$ cat config.mk
export PLATFORM = sky130hd
export DESIGN_NAME = vga_sync_controller
export DESIGN_NICKNAME = d
export VERILOG_FILES = /design/src/rtl/vga_timing_pkg.sv /design/src/rtl/vga_axis_timer.sv /design/src/rtl/vga_sync_controller.sv
export SDC_FILE = /design/constraint.sdc
export NUM_CORES = 1
export LEC_CHECK = 0
export ABC_CLOCK_PERIOD_IN_PS = 2450
export BUFFER_PORTS_ARGS = -buffer_cell sky130_fd_sc_hd__buf_2
export CAP_MARGIN = 20
export CELL_PAD_IN_SITES_DETAIL_PLACEMENT = 1
export CELL_PAD_IN_SITES_GLOBAL_PLACEMENT = 1
export CORE_ASPECT_RATIO = 0.9
export CORE_MARGIN = 4
export CORE_UTILIZATION = 44
export CTS_CLUSTER_SIZE = 20
export DETAILED_ROUTE_END_ITERATION = 10
export PLACE_DENSITY_LB_ADDON = 0.1
export SLEW_MARGIN = 20
export SYNTH_ARGS = -nofsm -noshare
export SYNTH_HDL_FRONTEND = slang
export SYNTH_SLANG_ARGS = --single-unit
$ cat constraint.sdc
create_clock -name div_clk -period 2.45 [get_ports div_clk]
set_input_delay 0.49 -clock div_clk [delete_from_list [all_inputs] [get_ports div_clk]]
set_output_delay 0.49 -clock div_clk [all_outputs]
set_load 0.1 [all_outputs]
$ cat src/rtl/vga_timing_pkg.sv
// Shared VGA timing types and 640x480@60 defaults for the sync controller slice.
package vga_timing_pkg;

    typedef enum logic [1:0] {
        ACTIVE,
        FRONT,
        SYNC,
        BACK
    } phase_t;

    localparam int DEF_H_ACTIVE = 640;
    localparam int DEF_H_FP     = 16;
    localparam int DEF_H_SYNC   = 96;
    localparam int DEF_H_BP     = 48;
    localparam int DEF_V_ACTIVE = 480;
    localparam int DEF_V_FP     = 10;
    localparam int DEF_V_SYNC   = 2;
    localparam int DEF_V_BP     = 33;
    localparam int DEF_CNT_W    = 11;

    function automatic int seg_total(input int act, input int fp, input int sync, input int bp);
        return act + fp + sync + bp;
    endfunction

endpackage

$ cat src/rtl/vga_axis_timer.sv
// One raster axis: position counter plus its ACTIVE/FRONT/SYNC/BACK phase FSM.
module vga_axis_timer
    import vga_timing_pkg::*;
#(
    parameter int SEG_ACTIVE = DEF_H_ACTIVE,
    parameter int SEG_FP     = DEF_H_FP,
    parameter int SEG_SYNC   = DEF_H_SYNC,
    parameter int SEG_BP     = DEF_H_BP,
    parameter int CNT_W      = DEF_CNT_W
) (
    input  logic             div_clk,
    input  logic             rst,
    input  logic             tick,
    output logic [CNT_W-1:0] cnt,
    output logic             wrap,
    output phase_t           phase
);

    localparam int TOTAL = seg_total(SEG_ACTIVE, SEG_FP, SEG_SYNC, SEG_BP);

    localparam logic [CNT_W-1:0] LAST_ACT  = CNT_W'(SEG_ACTIVE - 1);
    localparam logic [CNT_W-1:0] LAST_FP   = CNT_W'(SEG_ACTIVE + SEG_FP - 1);
    localparam logic [CNT_W-1:0] LAST_SYNC = CNT_W'(SEG_ACTIVE + SEG_FP + SEG_SYNC - 1);
    localparam logic [CNT_W-1:0] LAST_CNT  = CNT_W'(TOTAL - 1);

    // Zero-length segments are never entered: each exit jumps to the next non-empty phase.
    localparam phase_t AFTER_SYNC   = (SEG_BP != 0)   ? BACK  : ACTIVE;
    localparam phase_t AFTER_FRONT  = (SEG_SYNC != 0) ? SYNC  : AFTER_SYNC;
    localparam phase_t AFTER_ACTIVE = (SEG_FP != 0)   ? FRONT : AFTER_FRONT;

    logic [CNT_W-1:0] cnt_q, cnt_d;
    phase_t           phase_q, phase_d;

    always_ff @(posedge div_clk) begin
        if (rst) begin
            cnt_q   <= '0;
            phase_q <= ACTIVE;
        end else begin
            cnt_q   <= cnt_d;
            phase_q <= phase_d;
        end
    end

    always_comb begin
        cnt_d   = cnt_q;
        phase_d = phase_q;
        wrap    = tick && (cnt_q == LAST_CNT);
        if (tick) begin
            cnt_d = wrap ? '0 : cnt_q + 1'b1;
            unique case (phase_q)
                ACTIVE: if (cnt_q == LAST_ACT)  phase_d = AFTER_ACTIVE;
                FRONT:  if (cnt_q == LAST_FP)   phase_d = AFTER_FRONT;
                SYNC:   if (cnt_q == LAST_SYNC) phase_d = AFTER_SYNC;
                BACK:   if (cnt_q == LAST_CNT)  phase_d = ACTIVE;
                default:                        phase_d = ACTIVE;
            endcase
        end
    end

    assign cnt   = cnt_q;
    assign phase = phase_q;

endmodule

$ cat src/rtl/vga_sync_controller.sv
// VGA raster sequencer with registered sync/enable/coordinate outputs.
// Define VGA_FRAME_CNT_EN to add the 16-bit frame_cnt output.
module vga_sync_controller
    import vga_timing_pkg::*;
#(
    parameter int H_ACTIVE = DEF_H_ACTIVE,
    parameter int H_FP     = DEF_H_FP,
    parameter int H_SYNC   = DEF_H_SYNC,
    parameter int H_BP     = DEF_H_BP,
    parameter int V_ACTIVE = DEF_V_ACTIVE,
    parameter int V_FP     = DEF_V_FP,
    parameter int V_SYNC   = DEF_V_SYNC,
    parameter int V_BP     = DEF_V_BP,
    parameter int CNT_W    = DEF_CNT_W
) (
    input  logic             div_clk,
    input  logic             rst,
    input  logic             en,
    output logic             hsync_n,
    output logic             vsync_n,
    output logic             video_on,
    output logic [CNT_W-1:0] pixel_x,
    output logic [CNT_W-1:0] pixel_y,
    output logic             line_end,
    output logic             frame_start
`ifdef VGA_FRAME_CNT_EN
    ,
    output logic [15:0]      frame_cnt
`endif
);

    localparam int H_TOTAL = seg_total(H_ACTIVE, H_FP, H_SYNC, H_BP);
    localparam logic [CNT_W-1:0] H_LAST = CNT_W'(H_TOTAL - 1);

    logic [CNT_W-1:0] h_cnt, v_cnt;
    logic             h_wrap, v_wrap;
    phase_t           h_phase, v_phase;
    logic             at_origin;

    vga_axis_timer #(
        .SEG_ACTIVE (H_ACTIVE),
        .SEG_FP     (H_FP),
        .SEG_SYNC   (H_SYNC),
        .SEG_BP     (H_BP),
        .CNT_W      (CNT_W)
    ) u_h_timer (
        .div_clk (div_clk),
        .rst     (rst),
        .tick    (en),
        .cnt     (h_cnt),
        .wrap    (h_wrap),
        .phase   (h_phase)
    );

    vga_axis_timer #(
        .SEG_ACTIVE (V_ACTIVE),
        .SEG_FP     (V_FP),
        .SEG_SYNC   (V_SYNC),
        .SEG_BP     (V_BP),
        .CNT_W      (CNT_W)
    ) u_v_timer (
        .div_clk (div_clk),
        .rst     (rst),
        .tick    (h_wrap),
        .cnt     (v_cnt),
        .wrap    (v_wrap),
        .phase   (v_phase)
    );

    // (0,0) is only ever reached through reset or a frame wrap, so track that instead of decoding both counters.
    always_ff @(posedge div_clk) begin
        if (rst) begin
            at_origin <= 1'b1;
        end else if (en) begin
            at_origin <= v_wrap;
        end
    end

    always_ff @(posedge div_clk) begin
        if (rst) begin
            hsync_n     <= 1'b1;
            vsync_n     <= 1'b1;
            video_on    <= 1'b0;
            pixel_x     <= '0;
            pixel_y     <= '0;
            line_end    <= 1'b0;
            frame_start <= 1'b0;
        end else if (en) begin
            hsync_n     <= (h_phase != SYNC);
            vsync_n     <= (v_phase != SYNC);
            video_on    <= (h_phase == ACTIVE) && (v_phase == ACTIVE);
            pixel_x     <= h_cnt;
            pixel_y     <= v_cnt;
            line_end    <= (h_cnt == H_LAST);
            frame_start <= at_origin;
        end else begin
            line_end    <= 1'b0;
            frame_start <= 1'b0;
        end
    end

`ifdef VGA_FRAME_CNT_EN
    // Counts alongside frame_start so the value updates in the same cycle the marker appears.
    always_ff @(posedge div_clk) begin
        if (rst) begin
            frame_cnt <= '0;
        end else if (en && at_origin) begin
            frame_cnt <= frame_cnt + 16'd1;
        end
    end
`endif

endmodule

==> results.py, run 1 <==
metrics = {
    "floorplan": {
        "die_w_um": 88.5,
        "io_pins": 30,
        "core.rowCount": 26,
        "initial_core_util": 0.453,
        "core_um2": 5660,
        "die_h_um": 80.4,
        "die_area_um2": 7120,
    },
    "clock_tree": {
        "hold_buffers": 0,
        "insertion_delay_ns": 0.31,
        "cts_made_buffers": 5,
        "cts_sinks": 54,
        "cts_root_buf": "clkbuf_8",
        "clk_pin_slew_worst_paths_ns": 0.09,
        "cts_setup_buffers": 0,
        "cts_tree": "built",
        "cts_resized": 0,
        "h-tree-depth": 2,
        "cts_buffer_depth": 2,
    },
    "critical_path": {
        "slowest_delay_ns": 0.51,
        "slowest_stage": "or4_4",
        "r2r_cells": 6,
        "reg2reg_slack_ns": 0.47,
        "critPathKind": "reg2reg",
        "cp_cell_sequence": "ha_1, and4_1, nand4_4, or4_4, xor2_1, nor2_2",
        "worstReg2RegEnd": "u_v_timer.cnt[7]",
        "worstPathMaxFanout": 8,
        "cp.arrival_ns": 2.18,
        "worstPathRequired_ns": 2.64,
        "r2r_start": "u_h_timer.cnt[0]",
        "crit_path_start_kind": "flip-flop",
        "cp-end-kind": "flip-flop",
    },
    "timing": {
        "fin_ws_ns": 0.466,
        "skew_ns": 0.00793,
        "max_freq_ghz": 0.504,
        "fin_crit_sh": 0.810,
        "worst_slew_pin_slew_ns": 0.552,
        "fin_tns_setup_ns": 0,
        "maxSlewHeadroom": 0.632,
        "timing.final.crit_period_ns": 1.98,
        "hold_viol_final": 0,
        "rsz0062_at_grt": "false",
        "finalSetupViolations": 0,
        "maxSlewViolCount": 0,
    },
    "yosys": {
        "synth_edf_count": 0,
        "yosys_warnings": 0,
        "synth-main-ff-cell": "dfxtp_1",
        "syn-num-nets": 292,
        "ys_seq_area_frac": 0.421,
        "synth_top_area_cell": "dfxtp_1",
        "postSynth.asyncResetShare": 0,
        "yosysUniqueCellTypes": 51,
        "synthTopCellsByCount": "54 x dfxtp_1, 48 x nor2_1, 25 x mux2i_1, 19 x nand2_1, 14 x inv_1",
        "yosys-top-cells-area": "dfxtp_1 42%, mux2i_1 9.8%, nor2_1 7.0%",
        "syn_inst": 277,
        "yosysMostFrequentCell": "dfxtp_1",
        "avgSynthCellArea_um2": 9.26,
        "synthDominantCellAreaShare": 0.421,
        "syn-cell-area_um2": 2560,
        "synth-seq-cells": 54,
    },
    "detailed_routing": {
        "first_pass_iters": 4,
        "post_drt_via_cell_ratio": 5.12,
        "final_antenna_net_count": 0,
        "wl_um": 5620,
        "dr.first_iter.drc_count": 67,
        "via_count": 1896,
        "drt-wirelength-per-cell_um": 15.2,
        "drc": 0,
    },
    "pwr": {
        "p_comb_frac": 0.060,
        "pwr-share-clk": 0.340,
        "power_switching_mw": 0.346,
        "p_sw_frac": 0.233,
        "p_per_area_nw_per_um2": 526,
        "internal-power_mw": 1.14,
        "ir_drop_mv": 0.317,
        "sequentialPowerShare": 0.601,
        "p_leak_nw": 1.19,
    },
    "grt": {
        "grt_usage": 0.174,
        "grt_pass1_wl_um": 9740,
        "grt_max_degree": 41,
        "antenna_found_initial": 0,
        "globalRouteOverflowTotal": 0,
        "first_global_vias": 1891,
    },
    "finish": {
        "design_area_um2": 2820,
        "syn_to_final_growth_pct": 10.0,
        "antenna_cells": 0,
        "n_fill_cell": 690,
        "multi_input_area_um2": 1340,
        "seq_area_um2": 1080,
        "final_util": 0.498,
        "drive_gt1_frac": 0.160,
        "nets": 314,
    },
    "flow_run": {
        "maxCapViolations": 0,
    },
    "run_status": {
        "status": "completed",
    },
    "min_path": {
        "hold_depth": 2,
        "hp-class": "reg2reg",
        "min-delay-start": "at_origin",
        "min_to": "frame_start",
    },
    "placed_design": {
        "post_dp_cell_area_um2": 2730,
        "place_congestion": 0.797,
        "portBuffers": 29,
        "post-dp-hpwl_um": 4120,
        "pre_cts_ws_ns": 0.471,
    },
}
placed cells by master (no fill, tap or decap), types with 2 or more instances in the layout:
cell type and count:
o41ai_1 2, nor4_1 3, inv_1 14, buf_2 29, a21oi_1 5, and4_1 3
and3_1 2, nand2b_1 7, ha_1 12, nand4_1 8, nor3b_1 2, nor3_1 2
nor2_1 48, mux2i_1 25, nand2_1 19, buf_4 3, nand3_1 5, xnor2_1 5
o21ai_0 3, a21o_1 2, nand3b_1 2, dfxtp_1 54, xor2_1 12, clkbuf_8 6
or3_1 2
power by group through the flow:
| stage | registers, mW | clock network [mW] | logic [mW] |
|---|---|---|---|
| finish | 0.891 | 0.504 | 0.0885 |
| detailed placement | 0.911 | 0 | 0.0906 |
| global placement | 0.911 | 0 | 0.0897 |
| global route | 0.892 | 0.567 | 0.0962 |
| floorplan | 0.935 | 0 | 0.0458 |
| CTS | 0.891 | 0.527 | 0.0909 |
layer usage:
metal | part of all wire | global-route usage
met1 | 0.52 | 0.252
met2 | 0.43 | 0.261
met3 | 0.037 | 0.0379
met4 | 0.011 | 0.0453
met5 | 0 | 0
cell type report:
| type | instances | area share |
|---|---|---|
| Clock buffer | 7 | 0.0306 |
| Clock inverter | 1 | 0.00177 |
| Tap cell | 70 | 0.0310 |
| Inverter | 14 | 0.0186 |
| Multi-Input combinational cell | 192 | 0.475 |
| Timing Repair Buffer | 32 | 0.0594 |
| Sequential cell | 54 | 0.383 |
worst max path at each step:
stage	startpoint	endpoint	cells past startpoint	slack, ns
CTS	u_h_timer.cnt[0]	u_h_timer.phase[1]	6	0.45
finish	u_h_timer.cnt[0]	u_v_timer.cnt[7]	6	0.47
floorplan	u_h_timer.cnt[0]	u_v_timer.cnt[7]	6	0.65
detailed placement	u_h_timer.cnt[0]	u_v_timer.cnt[7]	6	0.47
global placement	u_h_timer.cnt[0]	u_v_timer.cnt[0]	6	0.51
global route	u_h_timer.cnt[0]	u_v_timer.phase[0]	6	0.27
critical path, delay by kind of cell (launching register included):
family        cells  cell delay (ns)
simple gates      4             1.05
xor+xnor          1             0.17
fa+ha+maj         1             0.23
flops             1             0.43
kinds of logic after synthesis:
group | Yosys count | synth area share
compound gates | 19 | 0.0522
xor+xnor | 17 | 0.0580
fa+ha+maj | 12 | 0.0585
buf+inv | 31 | 0.0556
flops | 54 | 0.421
mux | 25 | 0.0976
simple gates | 119 | 0.257
sequential cells by signal, summed over array words and instances (netlist names):
signal,cells
hsync_n,1
vsync_n,1
pixel_x,11
u_h_timer.cnt,11
at_origin,1
video_on,1
u_v_timer.cnt,11
frame_start,1
pixel_y,11
u_v_timer.phase,2
u_h_timer.phase,2
line_end,1
stage by stage:
step / power (mW) / hold WS, ns / instances
detailed placement: 1.00 / 0.441 / 362
finish: 1.48 / 0.454 / 370
CTS: 1.51 / 0.462 / 370
global placement: 1.00 / 0.450 / 362
floorplan: 0.981 / 0.419 / 277
global route: 1.56 / 0.484 / 370
(Power assumes the default switching activity.)
==> run 2: changes to the inputs <==
--- a/config.mk
+++ b/config.mk
@@ -5,7 +5,7 @@
 export SDC_FILE = /design/constraint.sdc
 export NUM_CORES = 1
 export LEC_CHECK = 0
-export ABC_CLOCK_PERIOD_IN_PS = 2450
+export ABC_CLOCK_PERIOD_IN_PS = 1850
 export BUFFER_PORTS_ARGS = -buffer_cell sky130_fd_sc_hd__buf_2
 export CAP_MARGIN = 20
 export CELL_PAD_IN_SITES_DETAIL_PLACEMENT = 1
==> constraint.sdc (replaced) <==
create_clock -name div_clk -period 1.85 [get_ports div_clk]
set_input_delay 0.37 -clock div_clk [delete_from_list [all_inputs] [get_ports div_clk]]
set_output_delay 0.37 -clock div_clk [all_outputs]
set_load 0.1 [all_outputs]
==> results.py, run 2 (synthesis results as in run 1) <==
metrics = {
    "run_status": {
        "status": "completed",
    },
    "placed_design": {
        "dp_cells": 383,
        "place_congestion": 0.757,
        "post-dp-hpwl_um": 4230,
        "post_dp_cell_area_um2": 2890,
        "portBuffers": 29,
    },
    "floorplan": {
        "die_h_um": 80.4,
        "io_pins": 30,
        "die_area_um2": 7120,
        "die_w_um": 88.5,
        "initial_core_util": 0.453,
        "core.rowCount": 26,
        "core_um2": 5660,
    },
    "grt": {
        "grt_pass1_wl_um": 9760,
        "grt_usage": 0.175,
        "antenna_found_initial": 0,
        "first_global_vias": 2038,
        "grt_max_degree": 22,
        "globalRouteOverflowTotal": 0,
    },
    "timing": {
        "finalSetupViolations": 0,
        "maxSlewHeadroom": 0.674,
        "timing.final.crit_period_ns": 1.77,
        "worst_slew_pin_slew_ns": 0.492,
        "fin_crit_sh": 0.958,
        "hold_viol_final": 0,
        "skew_ns": 0.00552,
        "maxSlewViolCount": 0,
        "fin_tns_setup_ns": 0,
        "max_freq_ghz": 0.564,
    },
    "detailed_routing": {
        "post_drt_via_cell_ratio": 5.17,
        "wl_um": 5820,
        "drc": 0,
        "first_pass_iters": 4,
        "via_count": 2037,
        "final_antenna_net_count": 0,
        "dr.first_iter.drc_count": 65,
        "drt-wirelength-per-cell_um": 14.8,
    },
    "clock_tree": {
        "insertion_delay_ns": 0.30,
        "cts_buffer_depth": 2,
        "cts_tree": "built",
        "cts_sinks": 54,
        "cts_root_buf": "clkbuf_8",
        "hold_buffers": 0,
        "clk_pin_slew_worst_paths_ns": 0.09,
        "h-tree-depth": 2,
        "cts_made_buffers": 5,
    },
    "critical_path": {
        "crit_path_start_kind": "flip-flop",
        "cp_cell_sequence": "or3b_4, nor4_4, nand2_1, or3_1, a21oi_1",
        "worstPathRequired_ns": 2.09,
        "worstPathMaxFanout": 4,
        "r2r_cells": 5,
        "worstReg2RegEnd": "u_v_timer.cnt[0]",
        "critPathKind": "reg2reg",
        "r2r_start": "u_h_timer.cnt[10]",
        "reg2reg_slack_ns": 0.08,
        "cp-end-kind": "flip-flop",
        "slowest_delay_ns": 0.42,
        "cp.arrival_ns": 2.01,
        "slowest_stage": "or3b_4",
    },
    "min_path": {
        "min-delay-start": "rst",
        "hp-class": "in2reg",
        "hold_depth": 2,
        "min_to": "pixel_y[9]",
    },
    "finish": {
        "syn_to_final_growth_pct": 18.0,
        "design_area_um2": 3030,
        "antenna_cells": 0,
        "layout_common_cells": "48 x nor2_1, 48 x dfxtp_1, 29 x buf_2, 28 x buf_4, 25 x mux2i_1",
        "n_fill_cell": 685,
        "stdcell_count": 394,
        "nets": 339,
        "drive_gt1_frac": 0.259,
    },
    "pwr": {
        "sequentialPowerShare": 0.611,
        "internal-power_mw": 1.47,
        "ir_drop_mv": 0.397,
        "p_sw_frac": 0.235,
        "p_comb_frac": 0.067,
        "p_per_area_nw_per_um2": 634,
        "p_leak_nw": 1.32,
        "pwr-share-clk": 0.321,
        "power_switching_mw": 0.451,
    },
    "flow_run": {
        "maxCapViolations": 0,
    },
}
==> run 2: layout make-up <==
cell class	count	area, µm²	area share
multi-input combinational	192	1370	0.451
sequential	54	1090	0.360
timing repair buffer	57	355	0.117
tap	70	87.6	0.0289
clock buffer	7	76.3	0.0252
inverter	14	52.6	0.0174
==> run 2: per-stage QoR <==
step                hold WS [ns]  setup WS (ns)  total power, mW   util
finish                     0.388         0.0782             1.92  0.535
global route               0.404        -0.0234             2.00  0.535
CTS                        0.392         0.0244             1.95  0.524
detailed placement         0.434         0.0412             1.33  0.510
global placement           0.435         0.0707             1.33  0.510
floorplan                  0.419         0.0476             1.30      -
==> run 2: per-layer routing <==
metal | up-vias | global-route usage | share of wire
li1 | 1022 | - | -
met1 | 977 | 0.242 | 0.51
met2 | 28 | 0.276 | 0.45
met3 | 10 | 0.0318 | 0.030
met4 | 0 | 0.0498 | 0.013
met5 | - | 0 | 0
==> run 2: worst max-delay path: cells and delay by family (launching register included) <==
family	cells	cell delay, ns
AOI/OAI and AO/OA	1	0.14
DFF	1	0.35
and+or+nand+nor	4	1.22
==> run 2: worst max-delay path by stage <==
stage | endpoint | cells after the start | slack (ns) | startpoint
floorplan | u_v_timer.cnt[7] | 6 | 0.05 | u_h_timer.cnt[0]
global placement | u_v_timer.cnt[9] | 7 | 0.07 | u_h_timer.cnt[0]
detailed placement | u_v_timer.cnt[7] | 6 | 0.04 | u_h_timer.cnt[0]
CTS | u_v_timer.cnt[7] | 6 | 0.02 | u_h_timer.cnt[0]
global route | u_v_timer.cnt[0] | 5 | -0.02 | u_h_timer.cnt[10]
finish | u_v_timer.cnt[0] | 5 | 0.08 | u_h_timer.cnt[10]
==> run 2: power by group through the flow <==
stage	sequential [mW]	combinational (mW)	clock, mW
after CTS	1.18	0.131	0.640
after global placement	1.20	0.129	0
after detailed placement	1.20	0.131	0
final	1.17	0.129	0.617
after global routing	1.18	0.139	0.690
after floorplan	1.24	0.0607	0
==> run 2: what timing repair did <==
action / 4_1_cts / 5_1_grt
setup endpoints to repair: 0 / 17
setup buffers: 0 / 4
resized for setup: 0 / 15
